--- src/rtl/alarm_clock_pkg.sv ---
// alarm_clock_pkg: shared mode encodings and counter limits for the alarm clock
package alarm_clock_pkg;
  localparam int MIN_W   = 6;
  localparam int HR_W    = 5;
  localparam int SEC_MAX = 59;
  localparam int MIN_MAX = 59;
  localparam int HR_MAX  = 23;
  typedef enum logic [2:0] {
    MODE_RUN      = 3'd0,
    MODE_SET_HR   = 3'd1,
    MODE_SET_MIN  = 3'd2,
    MODE_SET_AHR  = 3'd3,
    MODE_SET_AMIN = 3'd4
  } mode_e;
  function automatic mode_e next_mode(input mode_e m);
    return (m == MODE_SET_AMIN) ? MODE_RUN : mode_e'(m + 3'd1);
  endfunction
endpackage

--- src/rtl/alarm_ringer.sv ---
// alarm_ringer: alarm compare, buzzer flag, ring timeout and button cancel
module alarm_ringer #(
  parameter int MIN_W     = 6,
  parameter int HR_W      = 5,
  parameter int RING_SECS = 60
)(
  input  logic             clk,
  input  logic             reset,
  input  logic             tick_1hz,
  input  logic             any_btn,
  input  logic             arm_ok,
  input  logic [MIN_W-1:0] sec,
  input  logic [MIN_W-1:0] min,
  input  logic [HR_W-1:0]  hr,
  input  logic [MIN_W-1:0] amin,
  input  logic [HR_W-1:0]  ahr,
  output logic             buzzer
);
  logic       buzz_q, buzz_d, fire, done;
  logic [7:0] ring_q, ring_d;
  always_ff @(posedge clk) begin
    if (reset) begin
      buzz_q <= 1'b0;
      ring_q <= '0;
    end else begin
      buzz_q <= buzz_d;
      ring_q <= ring_d;
    end
  end
  // the ring counter only runs while sounding; the final tick clears both flag and count
  always_comb begin
    fire   = arm_ok && tick_1hz && sec == '0 && min == amin && hr == ahr;
    done   = tick_1hz && ring_q == 8'(RING_SECS - 1);
    buzz_d = buzz_q ? !(any_btn || done) : fire;
    ring_d = (buzz_q && !any_btn && !done) ? ring_q + 8'(tick_1hz) : '0;
  end
  assign buzzer = buzz_q;
endmodule

--- src/rtl/alarm_clock_ctrl.sv ---
// alarm_clock_ctrl: mode FSM, button arbitration and counter strobe decode
module alarm_clock_ctrl import alarm_clock_pkg::*; #(
  parameter int SEC_MAX   = alarm_clock_pkg::SEC_MAX,
  parameter int MIN_MAX   = alarm_clock_pkg::MIN_MAX,
  parameter int HR_W      = alarm_clock_pkg::HR_W,
  parameter int MIN_W     = alarm_clock_pkg::MIN_W,
  parameter int RING_SECS = 60
)(
  input  logic             clk,
  input  logic             reset,
  input  logic             tick_1hz,
  input  logic             btn_mode,
  input  logic             btn_up,
  input  logic             btn_down,
  input  logic             btn_center,
  input  logic [MIN_W-1:0] sec,
  input  logic [MIN_W-1:0] min,
  input  logic [HR_W-1:0]  hr,
  input  logic [MIN_W-1:0] amin,
  input  logic [HR_W-1:0]  ahr,
  output logic             sec_en,
  output logic             sec_load,
  output logic             min_en,
  output logic             min_cd,
  output logic             hr_en,
  output logic             hr_cd,
  output logic             amin_en,
  output logic             amin_cd,
  output logic             ahr_en,
  output logic             ahr_cd,
  output logic [2:0]       mode,
  output logic             alarm_armed,
  output logic             buzzer
);
  mode_e mode_q, mode_d;
  logic  armed_q, armed_d, run, btn_ok, adj, sec_wrap, min_wrap;
  assign run    = mode_q == MODE_RUN;
  assign btn_ok = !buzzer;
  always_ff @(posedge clk) begin
    if (reset) begin
      mode_q  <= MODE_RUN;
      armed_q <= 1'b0;
    end else begin
      mode_q  <= mode_d;
      armed_q <= armed_d;
    end
  end
  always_comb begin
    mode_d  = (btn_mode && btn_ok) ? next_mode(mode_q) : mode_q;
    armed_d = armed_q ^ (run && btn_ok && btn_center && !btn_mode);
  end
  // up/down act only when neither a higher-priority button nor the ringer claims the cycle
  always_comb begin
    sec_wrap = tick_1hz && sec == MIN_W'(SEC_MAX);
    min_wrap = sec_wrap && min == MIN_W'(MIN_MAX);
    adj      = !reset && btn_ok && !btn_mode && !btn_center && (btn_up ^ btn_down);
    sec_en   = !reset && run && tick_1hz;
    sec_load = !reset && run && btn_ok && btn_mode;
    min_en   = !reset && (run ? sec_wrap : mode_q == MODE_SET_MIN && adj);
    hr_en    = !reset && (run ? min_wrap : mode_q == MODE_SET_HR && adj);
    amin_en  = mode_q == MODE_SET_AMIN && adj;
    ahr_en   = mode_q == MODE_SET_AHR && adj;
    min_cd   = mode_q == MODE_SET_MIN && adj && btn_down;
    hr_cd    = mode_q == MODE_SET_HR && adj && btn_down;
    amin_cd  = mode_q == MODE_SET_AMIN && adj && btn_down;
    ahr_cd   = mode_q == MODE_SET_AHR && adj && btn_down;
  end
  assign mode        = mode_q;
  assign alarm_armed = armed_q;
  alarm_ringer #(.MIN_W(MIN_W), .HR_W(HR_W), .RING_SECS(RING_SECS)) u_ringer (
    .clk      (clk),
    .reset    (reset),
    .tick_1hz (tick_1hz),
    .any_btn  (btn_mode || btn_up || btn_down || btn_center),
    .arm_ok   (run && armed_q && !btn_mode),
    .sec      (sec),
    .min      (min),
    .hr       (hr),
    .amin     (amin),
    .ahr      (ahr),
    .buzzer   (buzzer)
  );
endmodule

--- config.mk ---
export PLATFORM = sky130hd
export DESIGN_NAME = alarm_clock_ctrl
export DESIGN_NICKNAME = d
export VERILOG_FILES = /design/src/rtl/alarm_clock_pkg.sv /design/src/rtl/alarm_ringer.sv /design/src/rtl/alarm_clock_ctrl.sv
export SDC_FILE = /design/constraint.sdc
export NUM_CORES = 1
export LEC_CHECK = 0
export ABC_AREA = 1
export CORE_UTILIZATION = 44
export DETAILED_ROUTE_END_ITERATION = 10
export MAX_ROUTING_LAYER = met4
export PLACE_DENSITY = 0.83
export RECOVER_POWER = 25
export SLEW_MARGIN = 0
export SYNTH_ARGS = -nofsm -noshare
export SYNTH_HDL_FRONTEND = slang
export SYNTH_SLANG_ARGS = --single-unit
export TNS_END_PERCENT = 20
--- constraint.sdc ---
create_clock -name clk -period 4.9 [get_ports clk]
set_clock_uncertainty 0.2 [all_clocks]
set_input_delay 0.98 -clock clk [delete_from_list [all_inputs] [get_ports clk]]
set_output_delay 0.98 -clock clk [all_outputs]
set_load 0.05 [all_outputs]
# [Yosys cells after proc, flatten, opt, wreduce, memory -nomap -nowiden]
# Index checks and enable logic that the tools add are counted.
[totals] elab_cells=69 inputBits=35 reg_bits=13 out_inout_bits=15
[op_classes] n_mux=4 addsub=2 n_bitwise=3 n_reduce_logical=47 eq_ne=9
[op_table] operator="1-bit logical AND" count=33
[op_table] operator="6-bit equality test (second input constant)" count=2
[op_table] operator="8-bit by 1-bit adder with 8-bit output" count=1
[op_table] operator="8-bit by 6-bit equality test with 1-bit output (second input constant)" count=1
[op_table] operator="1-bit logical NOT" count=7
[op_table] operator="3-bit by 2-bit equality test with 1-bit output (second input constant)" count=2
[op_table] operator="6-bit equality test" count=1
[op_table] operator="6-bit logical NOT" count=1
[op_table] operator="5-bit equality test" count=1
[op_table] operator="1-bit logical OR" count=4
[op_table] operator="3-bit by 1-bit adder with 3-bit output (second input constant)" count=1
[op_table] operator="3-bit by 1-bit equality test with 1-bit output (second input constant)" count=1
[op_table] operator="3-bit equality test (second input constant)" count=1
[op_table] operator="3-bit logical NOT" count=1
[op_table] operator="1-bit 2-to-1 mux" count=3
[op_table] operator="3-bit 2-to-1 mux" count=1
[op_table] operator="2-bit OR reduction" count=1
[op_table] operator="1-bit XOR" count=2
[op_table] operator="1-bit NOT" count=1

# [Logic depth before layout (Yosys ltp)]
# Gate-level depths: netlist (run 1).
[depth] word_depth=8 mapped_depth=10 depth_no_buf=10

# [Hierarchy]
# A second synthesis (run 1) with hierarchy kept.
[unflattened] hier_cells=209 area_unflattened_um2=1144.8
[by_module_without_submodules] mod="alarm_ringer" cells_per_inst=121 area_per_inst_um2=674.4 n_inst=1 seq_area_each_um2=180.2
[by_module_without_submodules] mod="alarm_clock_ctrl" cells_per_inst=88 area_per_inst_um2=470.5 n_inst=1 seq_area_each_um2=80.1

# [Worst setup path before layout (run 1)]
# Ideal clock, no wire load.
[synth_path] kind="input to output" from="in btn_center" to="out ahr_cd" path_slack_ns=1.245 required_time_ns=3.720 cell_stages=4 arrival_ns=2.475 path_buffers=0 path_cell_list="or2_1 nor2_1 nand2_2 nor3_1"
[synth_via] elab_chain_len=5
[synth_lines] element="start: declaration" line="alarm_clock_ctrl.sv:15" text="input logic btn_center,"
[synth_lines] element="1-bit logical NOT" line="alarm_clock_ctrl.sv:56" text="adj = !reset && btn_ok && !btn_mode && !btn_center && (btn_up ^ btn_down);"
[synth_lines] element="1-bit logical AND (2 in series)" line="alarm_clock_ctrl.sv:56"
[synth_lines] element="1-bit logical AND (2 in series)" line="alarm_clock_ctrl.sv:66" text="ahr_cd = mode_q == MODE_SET_AHR && adj && btn_down;"
[synth_lines] element="end: declaration" line="alarm_clock_ctrl.sv:30" text="output logic ahr_cd,"
# No other way between the ends.

# [Final worst setup path (run 1)]
[layout_path] from="in btn_mode" to="out min_cd"
[layout_via] elab_chain_len=6
[layout_lines] element="start: declaration" line="alarm_clock_ctrl.sv:12" text="input logic btn_mode,"
[layout_lines] element="1-bit logical NOT" line="alarm_clock_ctrl.sv:56"
[layout_lines] element="1-bit logical AND (3 in series)" line="alarm_clock_ctrl.sv:56"
[layout_lines] element="1-bit logical AND (2 in series)" line="alarm_clock_ctrl.sv:63" text="min_cd = mode_q == MODE_SET_MIN && adj && btn_down;"
[layout_lines] element="end: declaration" line="alarm_clock_ctrl.sv:24" text="output logic min_cd,"
# No other way between the ends.

==> impl_metrics.csv, run 1 <==
group,metric,value,unit
cells_and_area,seq_area,260,um^2
die,fp.dieH,51.6,um
placement,numPortBuffers,49,
sta,clock.fmax,239,MHz
power_and_ir_drop,power.share.switching,30.3,%
die,die-area,2660,um^2
grt,top_usage_layer,"met2",
worst_setup_path,crit_fanout,5,
routing,wl_per_cell,9.31,um
die,start_util,47.9,%
routing,viasPerCell,4.36,
die,core,2250,um^2
worst_setup_path,reg2reg_depth,10,
clocking,cts_resized,0,
run_status,outcome,"finished clean",
yosys,syn_nets,235,
worst_setup_path,startpoint_type,"input port",
yosys,synth_top_area_share,24.1,%
sta,setup_viol,0,
sta,period_share,85.4,%
power_and_ir_drop,pwr-share-comb,33.6,%
clocking,post_cts_buffers,0,
clocking,cts.htree.levels,1,
power_and_ir_drop,irDropWorstVdd,138,uV
sta,tightestPinTransition,0.502,ns
cells_and_area,final_common_cell,"nand2_1",
yosys,synth_top_cell_by_area,"dfxtp_1",
power_and_ir_drop,power_density,161,nW/um^2
clocking,clockRootBuffer,"clkbuf_4",
routing,totalWireLength,2550,um
routing,postRouteAntennaNets,0,
sta,maxSlewViolCount,0,
yosys,synthesis.area,1080,um^2
power_and_ir_drop,p_sw,0.0794,mW
yosys,yosys.cell_types.count,18,
worst_setup_path,required,3.72,ns
worst_setup_path,rr_endpoint,"u_ringer.buzzer$_SDFF_PP0_",
clocking,cts_tree,"done",
worst_setup_path,r2r_slack,3.23,ns
sta,rsz0062_at_grt,"no",
routing,vias,1195,
worst_setup_path,endpoint_kind,"output pin",
grt,grtUsageTotal,23.3,%
cells_and_area,final_nets,289,
yosys,synth-seq-cells,13,
grt,grt_pass1_wl,4680,um
worst_setup_path,crit_type,"input port to output pin",
worst_hold_path,min_to,"u_ringer.ring_q[7]$_SDFF_PP0_",
worst_hold_path,hold_path_depth,3,
yosys,syn_inst,193,
grt,use_met2,38.3,%
grt,grt_pass1_vias,1202,
sta,setup_tns,0,ns
placement,placed_cell_area,1610,um^2
power_and_ir_drop,power,0.262,mW
sta,period_minus_slack,4.18,ns
grt,grt_use_met3,2.63,%
cells_and_area,antenna_cells,0,
cells_and_area,area_growth,50.1,%
cells_and_area,final_util,72.0,%
power_and_ir_drop,sequentialPowerShare,42.4,%
worst_setup_path,r2r-start,"mode[0]$_SDFFE_PP0P_",
clocking,cts_inserted_buffers,3,
grt,grt_max_degree,10,
sta,hold_ws,0.335,ns
grt,grt_util_met1,29.9,%
grt,antenna_found_initial,0,
die,dieWidth,51.6,um
yosys,ys_warn_count,0,
worst_hold_path,holdCritPathClass,"flip-flop to flip-flop",
sta,slew_headroom,66.4,%
worst_hold_path,min_from,"u_ringer.ring_q[7]$_SDFF_PP0_",
die,io_pins,50,
die,row_count,17,
cells_and_area,drive_gt1_share,2.03,%
routing,drt_iter0_drc,20,
power_and_ir_drop,clkPwrFrac,23.9,%
power_and_ir_drop,cellInternalPower,0.182,mW
worst_setup_path,worst-endpoint-arrival,3.00,ns
clocking,holdBufCountCts,0,
clocking,clk_latency,0.27,ns
grt,overflow,0,
placement,hpwlAfterDp,2160,um
yosys,synth.area.top_cells,"dfxtp_1, nand2_1, nor2_1",
cells_and_area,nFillCells,204,
clocking,path_clk_slew,0.07,ns
yosys,ys_seq_area_share,24.1,%
routing,route.detailed.drc,0,
cells_and_area,multi_input_area,649,um^2
run,cap_violations,0,
cells_and_area,fin_area,1620,um^2
sta,final_hold_viol_count,0,
yosys,syn_area_per_cell,5.60,um^2
power_and_ir_drop,leakage,0.787,nW
cells_and_area,final_cell_mix,"nand2_1, clkdlybuf4s50_1, nor2_1",
placement,place_congestion,0.810,
routing,drtPass1Iterations,4,
clocking,cts.path.max_buffers,2,
clocking,cts_sinks,13,
[worst max-delay path, cell delays in order]
cell and delay [ns]:
dlygate4sd3_1 0.58, or2_0 0.23, nor2_1 0.12, nand2_2 0.10, inv_2 0.08, nand2_1 0.05
nor2_1 0.08, clkdlybuf4s50_1 0.80
[cell families after synthesis]
logic type | Yosys count | share of synthesized area, %
AO/OA/AOI/OAI | 6 | 3.01
AND/OR/NAND/NOR | 117 | 44.2
adder cells (fa/ha/maj) | 7 | 8.10
buffers and inverters | 43 | 14.9
flip-flops | 13 | 24.1
XOR/XNOR | 7 | 5.67
[power by group through the flow]
stage	sequential (mW)	clock [mW]	combinational, mW
after floorplan	0.121	0	0.0354
after global placement	0.113	0	0.0873
after detailed placement	0.114	0	0.0877
after CTS	0.111	0.0643	0.0883
after global routing	0.111	0.0685	0.0982
final	0.111	0.0626	0.0879
[metal layers]
metal,share of wire [%],vias to the layer above
met3,5.5,4
met2,43,31
met4,0.39,0
met5,0,-
met1,50,484
li1,-,676
[cells in the mapped netlist, drive strengths merged]
cell type and number:
nand4 4, o21ai 3, nor3 5, or2 1, inv 43, ha 7
a22oi 1, nor2 46, xnor2 4, a21oi 2, nand2 55, xor2 3
nand3 6, dfxtp 13
[cell type report]
type,count,area share (%)
Tap cell,28,2.16
Clock buffer,4,1.62
Sequential cell,13,16.0
Multi-Input combinational cell,137,40.0
Timing Repair Buffer,49,30.2
Inverter,43,9.95
[metrics by stage]
stage | setup slack [ns] | cells
finish | 0.717 | 274
global route | 0.569 | 274
CTS | 0.822 | 274
detailed placement | 0.823 | 270
global placement | 0.842 | 270
floorplan | 1.25 | 193
[how the worst max path moves through the flow]
stage | start | endpoint | cells past startpoint
2_1_floorplan | btn_center | ahr_cd | 4
5_1_grt | btn_mode | hr_en | 8
4_1_cts | btn_mode | hr_en | 8
3_3_place_gp | btn_mode | hr_en | 8
6_report | btn_mode | min_cd | 8
3_5_place_dp | btn_mode | hr_en | 8
[state kept, by name, indices dropped and copies added (netlist names)]
signal,cells
alarm_armed,1
mode,3
u_ringer.ring_q,8
u_ringer.buzzer,1
(Power assumes the default switching activity.)
==> inputs of run 2 (changes only) <==
MAX_ROUTING_LAYER = unset   (was met4)
==> results of run 2 <==
Same layout as run 1: the final DEF is identical, and so are final timing and power.
Main changes from that run: final weighted congestion in routability-driven placement 0.810 -> 0.799; overall routing resource usage 23.3% -> 22.7%
==> inputs of run 3 (changes only) <==
CORE_UTILIZATION = 37   (was 44)
PLACE_DENSITY = 0.74   (was 0.83)
clock period = 3.5 ns   (was 4.9 ns; I/O delays follow)
==> run 3 against run 2 <==
  * Die area is 18% higher
  * Flip-flop and latch count stayed put
  * Critical path type unchanged
  * Critical endpoint is now amin_cd
  * Sequential power is 40% higher
  * Combinational power is 40% higher
  * Global-route usage is 5.7 points lower
  * Via count is 0.25% lower
  * Sequential share of layout area is 0.79 points lower
  * Clock power is 44% higher
  * Worst hold slack better by 0.011 ns
  * First-iteration DRC count is 150% higher
  * Design area is 5.2% higher
  * Highest routed layer unchanged
  * Non-clock buffer count stayed put
==> impl_metrics.csv, run 3 (synthesis gave the netlist of run 1 again) <==
group,metric,value,unit
run_status,outcome,"finished clean",
power_and_ir_drop,pwr-share-comb,33.3,%
power_and_ir_drop,clkPwrFrac,24.5,%
power_and_ir_drop,sequentialPowerShare,42.2,%
sta,setup_tns,0,ns
sta,clock.fmax,324,MHz
worst_setup_path,crit_start,"btn_mode",
clocking,cts.htree.levels,1,
cells_and_area,top_register,"u_ringer.ring_q",
grt,grtUsageTotal,17.0,%
clocking,holdBufCountCts,0,
worst_hold_path,holdCritPathClass,"flip-flop to flip-flop",
routing,viasPerCell,4.30,
clocking,cts_tree,"done",
clocking,path_clk_slew,0.07,ns
sta,rsz0062_at_grt,"no",
routing,route.detailed.drc,0,
cells_and_area,antenna_cells,0,
sta,period_share,88.2,%
worst_setup_path,path_cells,"dlygate4sd3_1 > or2_0 > nor2_1 > nand2_2 > nor3_1 > buf_12",
worst_setup_path,startpoint_type,"input port",
clocking,cts.path.max_buffers,2,
routing,drt_iter0_drc,49,
placement,hpwlAfterDp,2120,um
sta,slew_headroom,66.1,%
worst_setup_path,r2r-start,"mode[0]$_SDFFE_PP0P_",
die,row_count,19,
grt,grt_pass1_vias,1092,
power_and_ir_drop,irDropWorstVdd,315,uV
power_and_ir_drop,leakage,0.829,nW
routing,postRouteAntennaNets,0,
sta,final_hold_viol_count,0,
cells_and_area,final_common_cell,"nand2_1",
cells_and_area,largest_reg_flops,8,
cells_and_area,nFillCells,246,
worst_setup_path,cpPeakStageDelay,0.56,ns
sta,period_minus_slack,3.09,ns
clocking,clk_latency,0.28,ns
die,core,2760,um^2
grt,grt_pass1_wl,4330,um
worst_hold_path,min_from,"u_ringer.ring_q[7]$_SDFF_PP0_",
power_and_ir_drop,power.share.switching,30.7,%
power_and_ir_drop,p_sw,0.113,mW
run,cap_violations,0,
worst_setup_path,crit_type,"input port to output pin",
routing,wl_per_cell,9.04,um
die,start_util,39.2,%
placement,place_congestion,0.803,
clocking,post_cts_buffers,0,
die,die-area,3140,um^2
worst_setup_path,worst-endpoint-arrival,2.19,ns
die,io_pins,50,
worst_setup_path,critPathSlowestCell,"dlygate4sd3_1",
die,dieWidth,56.1,um
sta,setup_viol,0,
worst_setup_path,worstPathBufferInverterCount,2,
placement,numPortBuffers,49,
power_and_ir_drop,cellInternalPower,0.255,mW
clocking,clockRootBuffer,"clkbuf_4",
clocking,cts_resized,0,
worst_setup_path,endpoint_kind,"output pin",
cells_and_area,area_growth,57.9,%
power_and_ir_drop,power_density,216,nW/um^2
cells_and_area,final_util,61.9,%
grt,antenna_found_initial,0,
clocking,cts_inserted_buffers,3,
sta,tightestPinTransition,0.506,ns
cells_and_area,final_nets,289,
die,fp.dieH,56.1,um
routing,totalWireLength,2500,um
sta,hold_ws,0.347,ns
grt,grt_max_degree,10,
worst_setup_path,required,2.60,ns
routing,drtPass1Iterations,4,
cells_and_area,final_cell_mix,"nand2_1, nor2_1, inv_1",
cells_and_area,drive_gt1_share,6.50,%
sta,maxSlewViolCount,0,
grt,overflow,0,
routing,vias,1192,
clocking,cts_sinks,13,
worst_setup_path,crit_fanout,5,
worst_setup_path,crit_family,"buffers and inverters",
==> run 3: changes by cell type in the layout (fill, tap and decap cells not counted), sizes merged <==
cell	change
clkdlybuf4s50	-10
buf	+10
==> run 3: worst register-to-register path, cell delays in order, from the launching register on <==
cell	delay [ns]
dfxtp_1	0.36
inv_1	0.11
ha_1	0.20
inv_1	0.05
nor2_1	0.23
nand4_1	0.15
xor2_1	0.16
nor2_1	0.05
==> run 3: area by class of cell <==
| class | instances | area (um^2) | area share (%) |
|---|---|---|---|
| clock buffers | 4 | 26.3 | 1.54 |
| well taps | 31 | 38.8 | 2.27 |
| repair buffers | 49 | 566 | 33.1 |
| inverters | 43 | 161 | 9.46 |
| flip-flops and latches | 13 | 260 | 15.2 |
| multi-input cells | 137 | 654 | 38.3 |
==> run 3: power by group through the flow <==
stage	clock network [mW]	registers, mW	logic, mW
3_5_place_dp	0	0.159	0.123
4_1_cts	0.0961	0.155	0.124
5_1_grt	0.102	0.156	0.137
6_report	0.0904	0.155	0.123
3_3_place_gp	0	0.159	0.122
2_1_floorplan	0	0.170	0.0496
==> run 3: final timing paths <==
check / endpoint / cells past startpoint / slack [ns]
max: amin_cd / 6 / 0.41
min: u_ringer.ring_q[7]$_SDFF_PP0_ / 3 / 0.35
max reg2reg: alarm_armed$_SDFF_PP0_ / 7 / 1.89
min reg2reg: u_ringer.ring_q[7]$_SDFF_PP0_ / 3 / 0.35
==> run 3: routing by layer <==
layer,track usage (%),vias up,part of all wire [%]
met5,0,-,0
met4,2.09,0,0.16
met3,4.42,2,4.7
met2,30.3,26,45
met1,21.0,481,50
li1,-,683,-
==> run 3: stage by stage <==
step           setup slack (ns)  std cells  power [mW]  area [um^2]
3_3_place_gp              0.549        273       0.281         1690
4_1_cts                   0.539        277       0.375         1710
5_1_grt                   0.260        277       0.395         1710
3_5_place_dp              0.539        273       0.282         1690
2_1_floorplan             0.405        193       0.219         1080
6_report                  0.412        277       0.368         1710
